File: config.mk
export PLATFORM = sky130hd
export DESIGN_NAME = fp8_seq_multiplier_flat
export DESIGN_NICKNAME = d
export VERILOG_FILES = /design/src/rtl/fp8_seq_multiplier_pkg.sv /design/src/rtl/fp8_seq_multiplier_if.sv /design/src/rtl/fp8_round_pack.sv /design/src/rtl/fp8_seq_multiplier.sv /design/src/flat_wrapper.sv
export SDC_FILE = /design/constraint.sdc
export NUM_CORES = 1
export LEC_CHECK = 0
export CORE_MARGIN = 4
export CORE_UTILIZATION = 58
export CTS_CLUSTER_DIAMETER = 80
export DETAILED_ROUTE_END_ITERATION = 10
export GPL_ROUTABILITY_DRIVEN = 0
export PLACE_DENSITY = 0.8
export SLEW_MARGIN = 20
export SYNTH_ARGS = -nofsm -noshare
export SYNTH_HDL_FRONTEND = slang
export SYNTH_SLANG_ARGS = --single-unit
File: constraint.sdc
create_clock -name clk -period 2.7 [get_ports clk]
set_input_delay 0.54 -clock clk [delete_from_list [all_inputs] [get_ports clk]]
set_output_delay 0.54 -clock clk [all_outputs]
set_load 0.02 [all_outputs]
File: src/rtl/fp8_seq_multiplier_pkg.sv
// Shared definitions for the 8-bit minifloat FPU: format widths, special
// encodings, operation codes and the multiplier FSM state encoding.
package fp8_seq_multiplier_pkg;

    localparam int FP_W       = 8;
    localparam int FP_EXP_W   = 4;
    localparam int FP_MANT_W  = 3;
    localparam int FP_BIAS    = 7;
    localparam int FP_E_W     = 6;

    localparam logic [FP_W-1:0] NAN       = 8'h7F;
    localparam logic [FP_W-1:0] PLUS_INF  = 8'h78;
    localparam logic [FP_W-1:0] MINUS_INF = 8'hF8;

    typedef enum logic [1:0] {
        OP_ADDITION       = 2'd0,
        OP_SUBTRACTION    = 2'd1,
        OP_MULTIPLICATION = 2'd2
    } fp_op_t;

    typedef enum logic [2:0] {
        IDLE   = 3'd0,
        UNPACK = 3'd1,
        MULT   = 3'd2,
        NORM   = 3'd3,
        PACK   = 3'd4,
        DONE   = 3'd5
    } state_t;

endpackage

File: src/rtl/fp8_seq_multiplier_if.sv
// Operand/result handshake bundle between the FPU parent and the multiplier.
interface fp8_seq_multiplier_if;
    import fp8_seq_multiplier_pkg::*;

    logic            in_valid;
    logic            in_ready;
    logic [FP_W-1:0] op_a;
    logic [FP_W-1:0] op_b;
    logic            op_is_exception;
    logic            out_valid;
    logic            out_ready;
    logic [FP_W-1:0] result;
    logic            flag_invalid;
    logic            flag_overflow;
    logic            flag_underflow;

    modport master (
        output in_valid, op_a, op_b, op_is_exception, out_ready,
        input  in_ready, out_valid, result, flag_invalid, flag_overflow, flag_underflow
    );

    modport slave (
        input  in_valid, op_a, op_b, op_is_exception, out_ready,
        output in_ready, out_valid, result, flag_invalid, flag_overflow, flag_underflow
    );

endinterface

File: src/rtl/fp8_round_pack.sv
// Combinational round-to-nearest-even and pack stage; saturates to infinity
// on exponent overflow and flushes to signed zero on underflow.
module fp8_round_pack
    import fp8_seq_multiplier_pkg::*;
#(
    parameter int EXP_W  = FP_EXP_W,
    parameter int MANT_W = FP_MANT_W,
    parameter int E_W    = FP_E_W
) (
    input  logic                     sign,
    input  logic signed [E_W-1:0]    exp_in,
    input  logic [MANT_W-1:0]        keep,
    input  logic                     guard,
    input  logic                     sticky,
    output logic [EXP_W+MANT_W:0]    result,
    output logic                     overflow,
    output logic                     underflow
);

    localparam logic signed [E_W-1:0] EXP_MAX  = E_W'((1 << EXP_W) - 1);
    localparam logic signed [E_W-1:0] EXP_ZERO = '0;

    logic                  round_up;
    logic [MANT_W:0]       rounded;
    logic signed [E_W-1:0] exp_adj;

    // A carry out of the rounded mantissa leaves its low bits at zero, so only
    // the exponent needs the extra increment.
    always_comb begin
        round_up  = guard & (sticky | keep[0]);
        rounded   = {1'b0, keep} + {{MANT_W{1'b0}}, round_up};
        exp_adj   = exp_in + $signed({{(E_W-1){1'b0}}, rounded[MANT_W]});
        overflow  = 1'b0;
        underflow = 1'b0;
        result    = {sign, exp_adj[EXP_W-1:0], rounded[MANT_W-1:0]};
        if (exp_adj >= EXP_MAX) begin
            overflow = 1'b1;
            result   = sign ? MINUS_INF : PLUS_INF;
        end else if (exp_adj <= EXP_ZERO) begin
            underflow = 1'b1;
            result    = {sign, {(EXP_W+MANT_W){1'b0}}};
        end
    end

endmodule

File: src/rtl/fp8_seq_multiplier.sv
// Multi-cycle minifloat multiplier: shift-add significand product, then
// normalise, round and pack, with valid/ready handshakes on both sides.
module fp8_seq_multiplier
    import fp8_seq_multiplier_pkg::*;
#(
    parameter int EXP_W  = FP_EXP_W,
    parameter int MANT_W = FP_MANT_W,
    parameter int BIAS   = FP_BIAS
) (
    input  logic                 clk,
    input  logic                 rst,
    fp8_seq_multiplier_if.slave  bus
);

    localparam int FP_WIDTH = EXP_W + MANT_W + 1;
    localparam int SIG_W    = MANT_W + 1;
    localparam int PROD_W   = 2 * SIG_W;
    localparam int E_W      = FP_E_W;
    localparam logic signed [E_W-1:0] EXP_ONE = E_W'(1);

    state_t state;
    state_t state_next;

    logic                  accept;
    logic                  in_zero;
    logic [FP_WIDTH-1:0]   op_a_q;
    logic [FP_WIDTH-1:0]   op_b_q;
    logic                  sign_q;
    logic signed [E_W-1:0] exp_q;
    logic [PROD_W-1:0]     mcand_q;
    logic [SIG_W-1:0]      mplr_q;
    logic [PROD_W-1:0]     prod_q;
    logic [1:0]            mult_cnt;
    logic [MANT_W-1:0]     keep_q;
    logic                  guard_q;
    logic                  sticky_q;
    logic [FP_WIDTH-1:0]   result_q;
    logic                  invalid_q;
    logic                  overflow_q;
    logic                  underflow_q;
    logic [FP_WIDTH-1:0]   rp_result;
    logic                  rp_overflow;
    logic                  rp_underflow;

    assign accept  = bus.in_valid && (state == IDLE);
    assign in_zero = (bus.op_a[FP_WIDTH-2:MANT_W] == '0) || (bus.op_b[FP_WIDTH-2:MANT_W] == '0);

    always_ff @(posedge clk or posedge rst) begin
        if (rst) begin
            state <= IDLE;
        end else begin
            state <= state_next;
        end
    end

    // Exceptions and zero operands skip the arithmetic and go straight to DONE.
    always_comb begin
        state_next = state;
        unique case (state)
            IDLE: begin
                if (accept) begin
                    state_next = (bus.op_is_exception || in_zero) ? DONE : UNPACK;
                end
            end
            UNPACK: state_next = MULT;
            MULT: begin
                if (mult_cnt == 2'd3) begin
                    state_next = NORM;
                end
            end
            NORM: state_next = PACK;
            PACK: state_next = DONE;
            DONE: begin
                if (bus.out_ready) begin
                    state_next = IDLE;
                end
            end
            default: state_next = IDLE;
        endcase
    end

    always_ff @(posedge clk or posedge rst) begin
        if (rst) begin
            op_a_q      <= '0;
            op_b_q      <= '0;
            sign_q      <= 1'b0;
            exp_q       <= '0;
            mcand_q     <= '0;
            mplr_q      <= '0;
            prod_q      <= '0;
            mult_cnt    <= '0;
            keep_q      <= '0;
            guard_q     <= 1'b0;
            sticky_q    <= 1'b0;
            result_q    <= '0;
            invalid_q   <= 1'b0;
            overflow_q  <= 1'b0;
            underflow_q <= 1'b0;
        end else begin
            unique case (state)
                IDLE: begin
                    if (accept) begin
                        op_a_q      <= bus.op_a;
                        op_b_q      <= bus.op_b;
                        invalid_q   <= 1'b0;
                        overflow_q  <= 1'b0;
                        underflow_q <= 1'b0;
                        if (bus.op_is_exception) begin
                            result_q  <= NAN;
                            invalid_q <= 1'b1;
                        end else if (in_zero) begin
                            result_q <= {bus.op_a[FP_WIDTH-1] ^ bus.op_b[FP_WIDTH-1],
                                         {(FP_WIDTH-1){1'b0}}};
                        end
                    end
                end
                UNPACK: begin
                    sign_q   <= op_a_q[FP_WIDTH-1] ^ op_b_q[FP_WIDTH-1];
                    exp_q    <= E_W'(op_a_q[FP_WIDTH-2:MANT_W]) + E_W'(op_b_q[FP_WIDTH-2:MANT_W])
                                - E_W'(BIAS);
                    mcand_q  <= PROD_W'({1'b1, op_a_q[MANT_W-1:0]});
                    mplr_q   <= {1'b1, op_b_q[MANT_W-1:0]};
                    prod_q   <= '0;
                    mult_cnt <= '0;
                end
                MULT: begin
                    if (mplr_q[0]) begin
                        prod_q <= prod_q + mcand_q;
                    end
                    mcand_q  <= mcand_q << 1;
                    mplr_q   <= mplr_q >> 1;
                    mult_cnt <= mult_cnt + 2'd1;
                end
                NORM: begin
                    // Product of two [1,2) significands lies in [1,4); a set MSB means >= 2.
                    if (prod_q[PROD_W-1]) begin
                        exp_q    <= exp_q + EXP_ONE;
                        keep_q   <= prod_q[PROD_W-2 -: MANT_W];
                        guard_q  <= prod_q[MANT_W];
                        sticky_q <= |prod_q[MANT_W-1:0];
                    end else begin
                        keep_q   <= prod_q[PROD_W-3 -: MANT_W];
                        guard_q  <= prod_q[MANT_W-1];
                        sticky_q <= |prod_q[MANT_W-2:0];
                    end
                end
                PACK: begin
                    result_q    <= rp_result;
                    overflow_q  <= rp_overflow;
                    underflow_q <= rp_underflow;
                end
                DONE: begin
                end
                default: begin
                end
            endcase
        end
    end

    fp8_round_pack #(
        .EXP_W  (EXP_W),
        .MANT_W (MANT_W),
        .E_W    (E_W)
    ) u_round_pack (
        .sign      (sign_q),
        .exp_in    (exp_q),
        .keep      (keep_q),
        .guard     (guard_q),
        .sticky    (sticky_q),
        .result    (rp_result),
        .overflow  (rp_overflow),
        .underflow (rp_underflow)
    );

    assign bus.in_ready       = (state == IDLE);
    assign bus.out_valid      = (state == DONE);
    assign bus.result         = result_q;
    assign bus.flag_invalid   = invalid_q;
    assign bus.flag_overflow  = overflow_q;
    assign bus.flag_underflow = underflow_q;

endmodule

File: src/flat_wrapper.sv
// flat-port wrapper written by rule: the top's interface ports become plain ports
module fp8_seq_multiplier_flat import fp8_seq_multiplier_pkg::*;
#(
    parameter int EXP_W  = FP_EXP_W,
    parameter int MANT_W = FP_MANT_W,
    parameter int BIAS   = FP_BIAS
)
  (clk, rst, bus_in_valid, bus_op_a, bus_op_b, bus_op_is_exception, bus_out_ready, bus_in_ready, bus_out_valid, bus_result, bus_flag_invalid, bus_flag_overflow, bus_flag_underflow);
  fp8_seq_multiplier_if bus_i ();
  input  logic clk;
  input  logic rst;
  input wire logic [$bits(bus_i.in_valid)-1:0] bus_in_valid;
  input wire logic [$bits(bus_i.op_a)-1:0] bus_op_a;
  input wire logic [$bits(bus_i.op_b)-1:0] bus_op_b;
  input wire logic [$bits(bus_i.op_is_exception)-1:0] bus_op_is_exception;
  input wire logic [$bits(bus_i.out_ready)-1:0] bus_out_ready;
  output wire logic [$bits(bus_i.in_ready)-1:0] bus_in_ready;
  output wire logic [$bits(bus_i.out_valid)-1:0] bus_out_valid;
  output wire logic [$bits(bus_i.result)-1:0] bus_result;
  output wire logic [$bits(bus_i.flag_invalid)-1:0] bus_flag_invalid;
  output wire logic [$bits(bus_i.flag_overflow)-1:0] bus_flag_overflow;
  output wire logic [$bits(bus_i.flag_underflow)-1:0] bus_flag_underflow;
  assign bus_i.in_valid = bus_in_valid;
  assign bus_i.op_a = bus_op_a;
  assign bus_i.op_b = bus_op_b;
  assign bus_i.op_is_exception = bus_op_is_exception;
  assign bus_i.out_ready = bus_out_ready;
  assign bus_in_ready = bus_i.in_ready;
  assign bus_out_valid = bus_i.out_valid;
  assign bus_result = bus_i.result;
  assign bus_flag_invalid = bus_i.flag_invalid;
  assign bus_flag_overflow = bus_i.flag_overflow;
  assign bus_flag_underflow = bus_i.flag_underflow;
  fp8_seq_multiplier #(.EXP_W(EXP_W), .MANT_W(MANT_W), .BIAS(BIAS)) u_core (.clk(clk), .rst(rst), .bus(bus_i));
endmodule
==> results of run 1 <==
## report_power, final
| part | switching, mW | internal [mW] | leakage [nW] |
|---|---|---|---|
| Sequential | 0.485 | 1.39 | 0.803 |
| Clock | 0.360 | 0.319 | 0.0854 |
| Combinational | 1.61 | 1.33 | 1.11 |
| Total | 2.45 | 3.04 | 2.00 |
## flip-flops by register name (all words and copies together) (netlist names)
signal	flops
u_core.mplr_q	4
u_core.op_b_q	8
u_core.bus.flag_invalid	1
u_core.prod_q	8
u_core.keep_q	3
u_core.bus.result	8
u_core.bus.flag_overflow	1
u_core.state	3
u_core.bus.flag_underflow	1
u_core.exp_q	6
u_core.sign_q	1
u_core.guard_q	1
u_core.mult_cnt	2
u_core.mcand_q	8
u_core.sticky_q	1
u_core.op_a_q	8
## routing by layer
layer,track usage,part of all wire,wire (µm)
met5,0,0,0
met4,0.0729,0.014,116
met3,0.0442,0.045,379
met2,0.356,0.48,4110
met1,0.279,0.46,3870
## per-stage QoR
step | power [mW] | worst slack, ns | cell area (µm²) | instances | hold WS [ns]
6_report | 5.49 | 0.216 | 4470 | 544 | 0.477
5_1_grt | 5.97 | 0.0158 | 4470 | 544 | 0.496
4_1_cts | 5.52 | 0.215 | 4470 | 544 | 0.480
3_5_place_dp | 4.82 | 0.236 | 4320 | 529 | 0.464
3_3_place_gp | 4.70 | 0.350 | 4320 | 529 | 0.454
2_1_floorplan | 4.10 | 0.403 | 3970 | 437 | 0.439
## layout by cell type, fill, tap and decap left out, drive strengths merged, types with 5 or more instances in the layout
master and instances:
mux2i 8, clkdlybuf4s50 33, dfrtp 64, and3 8, nor2 29, clkinv 5
xnor2 16, clkbuf 10, a31oi 6, nand2b 6, a21oi 32, o22ai 8
or3 6, inv 14, nor3 8, ha 18, nand2 79, buf 7
a22o 8, o21ai 34
## final timing paths
path	from	to	slack, ns	cells past startpoint
worst max-delay path	u_core.state[0]	bus_in_ready	0.22	2
worst min-delay path	u_core.op_a_q[0]	u_core.mcand_q[0]	0.48	2
max in group asynchronous	rst	u_core.prod_q[6]	1.83	3
worst max register to register	u_core.keep_q[0]	u_core.bus.result[2]	0.22	9
worst min register to register	u_core.op_a_q[0]	u_core.mcand_q[0]	0.48	2
min in group asynchronous	rst	u_core.op_a_q[5]	0.58	3
## worst max-delay path, delay by kind of cell (launching register included)
family | cells | cell delay, ns
simple gates | 1 | 0.39
flops | 1 | 0.54
buf+inv | 1 | 0.67
## area by class of cell
class	count	area (µm²)	area share
Timing Repair Buffer	40	395	0.0884
Clock buffer	10	128	0.0285
Sequential cell	64	1600	0.358
Multi-Input combinational cell	334	2180	0.486
Clock inverter	5	25.0	0.00559
Tap cell	77	96.3	0.0215
Inverter	14	52.6	0.0117
## cell families after synthesis
logic type	after synthesis	synth area share
buffers and inverters	39	0.0494
xor gates and xnor gates	18	0.0397
muxes	11	0.0287
and+or+nand+nor	164	0.211
adders and majority gates	20	0.0668
DFF	64	0.403
AOI/OAI and AO/OA	121	0.202
==> run summary, run 1 <==
• **Distinct cells, synth** 64
• **post-route clock period utilization** 0.920
• **count of nets left with antenna violations after detail routing** 0
• **Post-Route Skew** 0.00839 ns
• **std cell rows** 29
• **startpoint type of the worst setup path** flop
• **setup_tns** 0 ns
• **largest fanout on the critical path** 12
• **required time at the worst-slack endpoint** 2.16 ns
• **worst relative slew slack** 0.587
• **Worst Setup End Kind** output port
• **Area contributors post-synth** sky130_fd_sc_hd__dfrtp_1 (40%), sky130_fd_sc_hd__nand2_1 (7.3%), sky130_fd_sc_hd__ha_1 (5.7%)
• **hold crit path type** reg -> reg
• **number of pins with negative max-slew slack in the final report** 0
• **path type of the worst setup path** reg -> out
• **RSZ-0062 raised after global routing** no
• **wire per inst** 15.6 µm
• **synthesized instance count** 437
• **clock period minus worst slack** 2.48 ns
• **result of the run** finished clean
• **fillers** 514
• **TritonCTS clock tree** done
• **number of endpoints with negative hold slack in the final report** 0
• **number of nets in the synthesized netlist** 478
• **total of buffers placed on input and output ports** 33
• **routed vias** 3247
• **Lkg Pwr** 2.00 nW
• **initial antenna violation count** 0
• **leading cell type by number of instances after synthesis** sky130_fd_sc_hd__nand2_1
• **share of Yosys cell area claimed by the top area cell type** 0.403
• **remaining routing DRC violations** 0
• **insertion delay of the later-clocked pin in the worst-skew pair** 0.34 ns
• **worst supply voltage drop on vdd** 0.000604 V
• **leading cell types by count after synthesis** sky130_fd_sc_hd__nand2_1 (77), sky130_fd_sc_hd__dfrtp_1 (64), sky130_fd_sc_hd__a21oi_1 (30), sky130_fd_sc_hd__o21ai_0 (30), sky130_fd_sc_hd__nor2_1 (27)
• **vertical die dimension** 90.8 µm
• **die area** 8240 µm²
• **final net count** 504
• **count of warnings emitted by yosys** 0
• **Slew @ Worst Pin** 0.617 ns
• **flip-flop cell with the highest count after synthesis** sky130_fd_sc_hd__dfrtp_1
• **HPWL after DPL** 6160 µm
• **Clock Tree Buf Depth** 2
• **clock sinks** 64
• **share of flip-flops with an asynchronous set or reset** 1.00
• **die width** 90.8 µm
• **number of violations of the max-capacitance limit** 0
• **CTS root buf** sky130_fd_sc_hd__clkbuf_8
• **routed via count divided by cell count** 5.97
• **aggregate global routing overflow** 0
• **crit path max-delay cell type** sky130_fd_sc_hd__clkdlybuf4s50_1
• **Yosys top cell by area** sky130_fd_sc_hd__dfrtp_1
• **global-route wire length before repair** 14600 µm
• **synthesized area per cell** 9.09 µm²
• **Finished Core Util** 0.689
• **CORE AREA** 6490 µm²
• **Final setup viols** 0
• **TritonCTS Buffers** 9
• **largest net degree at the start of global routing** 65
• **maximum clock frequency** 0.403 GHz
• **#FFs+latches synth** 64
• **WP data arrival** 1.94 ns
• **antenna diode count** 0
• **critical path, cell by cell** nor3_2 -> clkdlybuf4s50_1
• **DRT Pass-1 Iters** 4
• **share of cells above drive strength 1** 0.0899
• **number of enable-type register cells in the synthesized netlist** 0
• **clock-pin slew on the worst setup and hold paths** 0.07 ns
• **Post-Syn Area** 3970 µm²
• **H-tree depth reported by CTS** 3
• **initial cell density of the core** 0.612
• **hold-fix buffer count after cts** 0
• **number of top-level pins** 34
• **part of the Yosys area used for sequential elements** 0.403
• **post-CTS sizing** 0
• **largest stage delay on the critical path** 0.67 ns
• **via count of the first global-routing pass** 3178
• **gr usage total** 0.214
• **power density over the cells** 1230 nW/µm²
• **Detailed Route WL** 8480 µm
• **Area Growth Syn to Fin** 12.6%
• **number of violations reported at the end of detailed-routing iteration 0** 167
• **Setup Buffers After CTS** 0
Power figures use the tool's default switching activity.
==> run 2: changes to the inputs <==
--- a/config.mk
+++ b/config.mk
@@ -6,12 +6,10 @@
 export NUM_CORES = 1
 export LEC_CHECK = 0
 export CORE_MARGIN = 4
-export CORE_UTILIZATION = 58
+export CORE_UTILIZATION = 43
 export CTS_CLUSTER_DIAMETER = 80
 export DETAILED_ROUTE_END_ITERATION = 10
 export GPL_ROUTABILITY_DRIVEN = 0
-export PLACE_DENSITY = 0.8
-export SLEW_MARGIN = 20
 export SYNTH_ARGS = -nofsm -noshare
 export SYNTH_HDL_FRONTEND = slang
 export SYNTH_SLANG_ARGS = --single-unit
==> run 2 against run 1 <==
Effect of this change:
- sequential share of layout area shrank 1.2 points
- core utilization shrank 17 points
- die area grew 32%
- hold slack lost 0.0019 ns
- clock skew shrank 0.0017 ns
- sequential cell count is the same
- worst setup slack lost 0.0096 ns
- clock power grew 50%
- highest routed layer unchanged
==> run summary, run 2 (same netlist as run 1, synthesis figures left out) <==
• **Hold EP** u_core.op_b_q[2], was u_core.mcand_q[0]
• **initial antenna violation count** 0, unchanged
• **Area Growth Syn to Fin** 16.6%, was 12.6%
• **number of top-level pins** 34, unchanged
• **number of pins with negative max-slew slack in the final report** 0, unchanged
• **number of violations reported at the end of detailed-routing iteration 0** 107, was 167
• **aggregate global routing overflow** 0, unchanged
• **HPWL after DPL** 6630 µm, was 6160 µm
• **Slew @ Worst Pin** 0.620 ns, was 0.617 ns
• **Post-Route Skew** 0.00672 ns, was 0.00839 ns
• **remaining routing DRC violations** 0, unchanged
• **clock period minus worst slack** 2.49 ns, was 2.48 ns
• **commonest non-fill, non-tap cells in the layout** sky130_fd_sc_hd__nand2_1 (77), sky130_fd_sc_hd__dfrtp_1 (64), sky130_fd_sc_hd__clkdlybuf4s50_1 (33), unchanged
• **worst slack after detailed placement** 0.222 ns, was 0.236 ns
• **final net count** 508, was 504
• **RSZ-0062 raised after global routing** no, unchanged
• **Worst Setup End Kind** flop, was output port
• **Final setup viols** 0, unchanged
• **R2R Setup Slk** 0.21 ns, was 0.22 ns
• **die width** 104 µm, was 90.8 µm
• **largest fanout on the critical path** 10, was 12
• **Detailed Route WL** 8910 µm, was 8480 µm
• **initial cell density of the core** 0.449, was 0.612
• **path type of the worst setup path** reg -> reg, was reg -> out
• **DRT Pass-1 Iters** 4, unchanged
• **via count of the first global-routing pass** 3186, was 3178
• **TritonCTS clock tree** done, unchanged
• **worst relative slew slack** 0.586, was 0.587
• **Worst R2R Path Depth** 9, unchanged
• **Worst R2R Start** u_core.keep_q[0], unchanged
• **number of violations of the max-capacitance limit** 0, unchanged
• **start point of the worst hold path** u_core.op_b_q[2], was u_core.op_a_q[0]
• **count of nets left with antenna violations after detail routing** 0, unchanged
• **H-tree depth reported by CTS** 3, unchanged
• **vertical die dimension** 104 µm, was 90.8 µm
• **post-CTS sizing** 0, unchanged
• **CTS root buf** sky130_fd_sc_hd__clkbuf_8, unchanged
• **routed vias** 3203, was 3247
• **fillers** 822, was 514
• **wire per inst** 15.4 µm, was 15.6 µm
• **share of cells above drive strength 1** 0.102, was 0.0899
• **gr usage total** 0.171, was 0.214
• **total of buffers placed on input and output ports** 33, unchanged
• **result of the run** finished clean, unchanged
• **largest net degree at the start of global routing** 27, was 65
• **Setup Buffers After CTS** 0, unchanged
• **TritonCTS Buffers** 9, unchanged
• **clock sinks** 64, unchanged
• **final setup margin** 0.206 ns, was 0.216 ns
• **Lkg Pwr** 2.05 nW, was 2.00 nW
• **startpoint type of the worst setup path** flop, unchanged
• **power density over the cells** 1270 nW/µm², was 1230 nW/µm²
• **std cell rows** 34, was 29
• **antenna diode count** 0, unchanged
• **die area** 10800 µm², was 8240 µm²
• **Clock Tree Buf Depth** 2, unchanged
• **number of endpoints with negative hold slack in the final report** 0, unchanged
• **routed via count divided by cell count** 5.52, was 5.97
• **leading cell type in the layout, fill and taps excluded** sky130_fd_sc_hd__nand2_1, unchanged
• **WP data arrival** 2.72 ns, was 1.94 ns
• **global-route wire length before repair** 15200 µm, was 14600 µm
• **required time at the worst-slack endpoint** 2.93 ns, was 2.16 ns
• **worst supply voltage drop on vdd** 0.000630 V, was 0.000604 V
• **CORE AREA** 8850 µm², was 6490 µm²
• **post-route clock period utilization** 0.924, was 0.920
• **hold crit path type** reg -> reg, unchanged
• **hold-fix buffer count after cts** 0, unchanged
• **clock-pin slew on the worst setup and hold paths** 0.07 ns, about the same
• **Worst R2R End** u_core.bus.result[1], was u_core.bus.result[2]
• **maximum clock frequency** 0.401 GHz, was 0.403 GHz
• **setup_tns** 0 ns, unchanged
• **insertion delay of the later-clocked pin in the worst-skew pair** 0.34 ns, about the same
• **Worst Hold Path Cells** 2, unchanged
run 2: cell count changes in the layout (fill, tap and decap cells not counted):
cell                         delta
sky130_fd_sc_hd__buf_4          +4
sky130_fd_sc_hd__clkinv_2       -4
sky130_fd_sc_hd__bufinv_16      +3
sky130_fd_sc_hd__clkinv_4       +2
sky130_fd_sc_hd__clkbuf_1       -1
sky130_fd_sc_hd__clkinvlp_4     +1
run 2: area by class of cell:
| cell class | count | area, µm² | share of cell area |
|---|---|---|---|
| flip-flops and latches | 64 | 1600 | 0.346 |
| inverters | 14 | 52.6 | 0.0113 |
| clock buffers | 9 | 124 | 0.0267 |
| well taps | 108 | 135 | 0.0292 |
| multi-input cells | 334 | 2180 | 0.469 |
| repair buffers | 44 | 425 | 0.0918 |
| clock inverters | 7 | 120 | 0.0259 |
run 2: how the worst max path moves through the flow:
stage | cells after the start | from | endpoint | slack (ns)
floorplan | 10 | u_core.keep_q[0] | u_core.bus.result[0] | 0.40
finish | 9 | u_core.keep_q[0] | u_core.bus.result[1] | 0.21
global placement | 9 | u_core.keep_q[0] | u_core.bus.result[1] | 0.33
detailed placement | 9 | u_core.keep_q[0] | u_core.bus.result[2] | 0.22
CTS | 9 | u_core.keep_q[0] | u_core.bus.result[1] | 0.20
global route | 9 | u_core.keep_q[0] | u_core.bus.result[2] | 0.03
run 2: worst max-delay path: stages, from the launching register on:
cell	delay [ns]
sky130_fd_sc_hd__dfrtp_1	0.40
sky130_fd_sc_hd__o21a_1	0.19
sky130_fd_sc_hd__ha_1	0.19
sky130_fd_sc_hd__and3_1	0.20
sky130_fd_sc_hd__ha_1	0.30
sky130_fd_sc_hd__a311oi_1	0.32
sky130_fd_sc_hd__a31oi_1	0.09
sky130_fd_sc_hd__nor3_2	0.30
sky130_fd_sc_hd__nor4_4	0.09
sky130_fd_sc_hd__a221o_1	0.30
run 2: through the flow:
step / instance area, µm² / std cells / hold WS, ns / util / power (mW)
5_1_grt: 4630 / 580 / 0.505 / 0.524 / 6.37
3_3_place_gp: 4390 / 564 / 0.462 / 0.496 / 4.80
3_5_place_dp: 4390 / 564 / 0.463 / 0.496 / 4.87
4_1_cts: 4630 / 580 / 0.482 / 0.524 / 5.91
2_1_floorplan: 3970 / 437 / 0.439 / - / 4.10
6_report: 4630 / 580 / 0.475 / 0.524 / 5.86
run 2: layer usage:
| layer | vias to the layer above | wire length (µm) | GRT usage | part of all wire |
|---|---|---|---|---|
| met5 | - | 0 | 0 | 0 |
| met3 | 10 | 368 | 0.0366 | 0.041 |
| met4 | 0 | 112 | 0.0617 | 0.013 |
| li1 | 1614 | - | - | - |
| met2 | 55 | 4240 | 0.273 | 0.48 |
| met1 | 1524 | 4190 | 0.228 | 0.47 |
run 2: where the power goes:
group	total (mW)	switching [mW]	internal [mW]
Clock	1.02	0.405	0.615
Combinational	2.97	1.62	1.35
Sequential	1.87	0.482	1.39
